<file path="src/rtl/rr_arbiter.sv">
// Registered round-robin arbiter: one-hot grant one edge after request, held until the owner releases.
// Optional hold limit under contention is enabled by defining ARB_HOLD_LIMIT_EN.
module rr_arbiter #(
  parameter int N        = 2,
  parameter int MAX_HOLD = 8
) (
  input  logic                 clk,
  input  logic                 rst,
  input  logic [N-1:0]         request,
  output logic [N-1:0]         grant,
  output logic [$clog2(N)-1:0] grant_id,
  output logic                 busy
);

  localparam int IW = $clog2(N);

  typedef enum logic {S_IDLE, S_GRANT} state_t;

  state_t          r_state;
  logic [N-1:0]    r_grant;
  logic [IW-1:0]   r_grant_id;
  logic            r_busy;
  logic [IW-1:0]   r_ptr;

  logic            w_found;
  logic [IW-1:0]   w_win;
  int              w_idx;
  logic [N-1:0]    w_onehot;
  logic [IW-1:0]   w_ptr_next;
  logic            w_revoke;

  // Scan from the highest offset down so the offset closest to r_ptr wins.
  always_comb begin
    w_found = 1'b0;
    w_win   = r_ptr;
    w_idx   = 0;
    for (int k = N - 1; k >= 0; k--) begin
      w_idx = (int'(r_ptr) + k) % N;
      if (request[w_idx[IW-1:0]]) begin
        w_found = 1'b1;
        w_win   = w_idx[IW-1:0];
      end
    end
  end

  assign w_onehot   = {{(N-1){1'b0}}, 1'b1} << w_win;
  assign w_ptr_next = (r_grant_id == IW'(N - 1)) ? '0 : r_grant_id + 1'b1;

`ifdef ARB_HOLD_LIMIT_EN
  localparam int HW = $clog2(MAX_HOLD + 1);

  logic [HW-1:0] r_hold;
  logic          w_other;

  // r_hold counts completed grant cycles, so the edge that ends cycle MAX_HOLD sees MAX_HOLD-1.
  assign w_other  = |(request & ~r_grant);
  assign w_revoke = w_other && (r_hold >= HW'(MAX_HOLD - 1));
`else
  logic w_unused_hold;

  assign w_unused_hold = (MAX_HOLD == 0);
  assign w_revoke      = 1'b0;
`endif

  always_ff @(posedge clk or negedge rst) begin
    if (!rst) begin
      r_state    <= S_IDLE;
      r_grant    <= '0;
      r_grant_id <= '0;
      r_busy     <= 1'b0;
      r_ptr      <= '0;
`ifdef ARB_HOLD_LIMIT_EN
      r_hold     <= '0;
`endif
    end else begin
      case (r_state)
        S_IDLE: begin
          if (w_found) begin
            r_grant    <= w_onehot;
            r_grant_id <= w_win;
            r_busy     <= 1'b1;
            r_state    <= S_GRANT;
`ifdef ARB_HOLD_LIMIT_EN
            r_hold     <= '0;
`endif
          end
        end
        S_GRANT: begin
          // Release and revocation both pass through IDLE, so handover always has a gap cycle.
          if (!request[r_grant_id] || w_revoke) begin
            r_grant <= '0;
            r_busy  <= 1'b0;
            r_ptr   <= w_ptr_next;
            r_state <= S_IDLE;
          end else begin
`ifdef ARB_HOLD_LIMIT_EN
            if (r_hold != HW'(MAX_HOLD)) r_hold <= r_hold + 1'b1;
`endif
          end
        end
        default: r_state <= S_IDLE;
      endcase
    end
  end

  assign grant    = r_grant;
  assign grant_id = r_grant_id;
  assign busy     = r_busy;

endmodule

</file>
<file path="config.mk">
export PLATFORM = sky130hd
export DESIGN_NAME = rr_arbiter
export DESIGN_NICKNAME = d
export VERILOG_FILES = /design/src/rtl/rr_arbiter.sv
export SDC_FILE = /design/constraint.sdc
export NUM_CORES = 1
export LEC_CHECK = 0
export BUFFER_PORTS_ARGS = -buffer_cell sky130_fd_sc_hd__buf_4
export CAP_MARGIN = 30
export CORE_AREA = 2 2 39 41
export CTS_CLUSTER_DIAMETER = 80
export DETAILED_ROUTE_END_ITERATION = 12
export DIE_AREA = 0 0 41 43
export GPL_ROUTABILITY_DRIVEN = 0
export HOLD_SLACK_MARGIN = 0.03
export SYNTH_ARGS = -nofsm -noshare
export SYNTH_HDL_FRONTEND = slang
export SYNTH_SLANG_ARGS = --single-unit
</file>
<file path="constraint.sdc">
create_clock -name clk -period 1 [get_ports clk]
set_input_delay 0.1 -clock clk [delete_from_list [all_inputs] [get_ports clk]]
set_output_delay 0.1 -clock clk [all_outputs]
set_load 0.01 [all_outputs]
</file>
==> impl_metrics.py <==
metrics = {
    "detailed_routing": {
        "drc_errors": 0,
        "drt-total-wl_um": 630,
        "wl_met1_um": 252,
        "first_pass_iters": 4,
        "via_per_inst": 4.51,
        "drt_iter0_markers": 16,
        "wl_per_cell_um": 11.1,
        "met2_length_um": 299,
        "via_count": 257,
        "wl_met3_um": 50,
        "top_layer": "met4",
        "ant_nets": 0,
    },
    "setup_path": {
        "worst-path-max-fanout": 6,
        "critPathSlowestCell": "dfrtp_2",
        "crit_type": "reg2out",
        "max_stage_delay_ns": 0.44,
        "path_cells": "buf_4",
        "rr_worst_depth": 3,
        "setup.worst_path.end_class": "output pin",
        "critical_path_depth": 1,
        "cp_num_buf_inv": 1,
        "cp.arrival_ns": 0.84,
        "cp.required_ns": 0.90,
        "startpoint_type": "flip-flop",
        "critPathTopFamily": "flip-flops",
    },
    "synth": {
        "netlist_top_cells_area": "dfrtp_1, o211ai_2, nand2_1",
        "ys_async_sr_fraction": 1.00,
        "ys_warn_count": 0,
        "synth_area_per_cell_um2": 9.61,
        "synth_edf_count": 0,
        "yosys_most_used_dff": "dfrtp_1",
        "synth_commonest_cells": "dfrtp_1, nand2_1, o21ai_0",
        "syn_nets": 35,
        "syn_area_um2": 298,
        "synth_cell_types": 17,
        "ys_seq_area_frac": 0.504,
        "yosysMostFrequentCell": "dfrtp_1",
        "ys_ff_latch": 6,
        "yosysTopAreaCell": "dfrtp_1",
        "syn_inst": 31,
        "yosysTopAreaCellShare": 0.504,
    },
    "floorplanning": {
        "coreArea_um2": 1380,
        "die_h_um": 43,
        "initial_core_util": 0.215,
        "dieWidth_um": 41,
        "rows": 14,
        "io-pin-count": 8,
        "dieArea_um2": 1760,
    },
    "timing": {
        "fin_crit_ns": 0.941,
        "fin_setup_tns_ns": 0,
        "tightest_slew_ns": 0.235,
        "min_period_over_period": 0.941,
        "relSlewSlack": 0.843,
        "hold_violations": 0,
        "fin_skew_ns": 0.00964,
        "holdWs_ns": 0.147,
        "finalMaxSlewViolations": 0,
        "setup_viol": 0,
        "max_freq_mhz": 1060,
        "rsz0062_at_grt": "no",
        "fin_ws_ns": 0.0593,
    },
    "global_route": {
        "grt_usage": 0.0931,
        "antenna_found_initial": 0,
        "grt_max_degree": 9,
        "grt_pass1_wl_um": 897,
        "grt-ovfl-total": 0,
        "grt_pass1_vias": 216,
    },
    "clock_network": {
        "clockBufferDepth": 2,
        "cts-buffers-inserted": 3,
        "clk-insertion-delay-late_ns": 0.25,
        "clkSlewWorstSetupHoldPaths_ns": 0.04,
        "cts_root_buf": "clkbuf_4",
        "postCtsSetupBuffers": 0,
        "clkSinkCount": 6,
        "cts_tree": "yes",
        "htree_levels": 1,
    },
    "worst_hold_path": {
        "hold-path-cell-count": 3,
        "hold_path.class": "in2reg",
    },
    "placed_design": {
        "dp_hpwl_um": 450,
        "portBuffers": 7,
        "dp_slack_ns": 0.0475,
    },
    "pwr": {
        "leakagePower_nw": 0.180,
        "p_per_area_nw_per_um2": 2910,
        "vdd_drop_max_mv": 1.01,
    },
    "layout": {
        "n_antenna_cell": 0,
        "area_growth_pct": 34.5,
        "fin_util": 0.289,
        "drive_gt1_frac": 0.439,
        "fin_nets": 47,
    },
    "job": {
        "cap_violations": 0,
    },
    "outcome": {
        "outcome": "completed",
    },
}
-- logic make-up (layout without fill, tap and decap cells) --
| group | after synthesis | in the layout | share of synthesized area |
|---|---|---|---|
| DFF | 6 | 6 | 0.504 |
| and+or+nand+nor | 11 | 11 | 0.172 |
| buffers and inverters | 3 | 13 | 0.0420 |
| AOI/OAI and AO/OA | 11 | 11 | 0.282 |
-- path summary, 6_finish.rpt --
path / slack (ns) / startpoint / to
worst min register to register: 0.52 / grant[0]$_DFFE_PN0P_ / grant[0]$_DFFE_PN0P_
worst max-delay path: 0.06 / grant_id$_DFFE_PN0P_ / grant_id
min in group asynchronous: 0.19 / rst / busy$_DFFE_PN0P_
worst max register to register: 0.09 / r_state$_DFF_PN0_ / r_ptr$_DFFE_PN0P_
max in group asynchronous: 0.67 / rst / r_state$_DFF_PN0_
worst min-delay path: 0.15 / request[0] / r_state$_DFF_PN0_
-- worst min-delay path, delay by kind of cell --
family / cells / cell delay (ns)
buffers and inverters: 1 / 0.11
AND/OR/NAND/NOR: 1 / 0.05
AO/OA/AOI/OAI: 1 / 0.09
-- layout by cell type (no fill, tap or decap), types with 2 or more instances in the layout --
master / n
o211ai_2: 2
nand3_1: 2
nor2_1: 2
clkbuf_4: 3
dfrtp_2: 2
o21ai_0: 3
dfrtp_1: 4
nand2_1: 5
buf_4: 7
-- repair_timing --
| item | CTS | global route |
|---|---|---|
| setup endpoints to repair | 0 | 4 |
| hold endpoints to repair | 6 | 0 |
| hold buffers | 1 | 0 |
| gates resized for setup | 0 | 2 |
-- stage by stage --
stage	area (um2)	power (mW)	std cells
detailed placement	365	0.928	53
finish	400	1.17	57
global route	400	1.25	57
floorplan	298	0.739	31
global placement	365	0.928	53
CTS	398	1.18	57
-- power breakdown --
part / total [mW] / internal [mW] / switching, mW / leakage (nW)
Combinational: 0.436 / 0.228 / 0.208 / 0.0977
Sequential: 0.499 / 0.365 / 0.134 / 0.0688
Clock: 0.231 / 0.136 / 0.0945 / 0.0138
Total: 1.17 / 0.730 / 0.436 / 0.180
-- flip-flops by register name (all words and copies together), names as in the netlist --
name,flops
r_state,1
grant_id,1
r_ptr,1
busy,1
grant,2
-- routing by layer --
layer	track usage	vias to the layer above
li1	-	128
met1	0.0792	119
met3	0.0942	4
met4	0.100	0
met2	0.109	6
met5	0	-
-- final cells by class --
cell class / instances / area [um2]
flip-flops and latches: 6 / 153
clock buffers: 3 / 22.5
multi-input cells: 22 / 135
fillers: 147 / 983
inverters: 2 / 7.51
well taps: 16 / 20.0
repair buffers: 8 / 62.6
(Power assumes the default switching activity.)
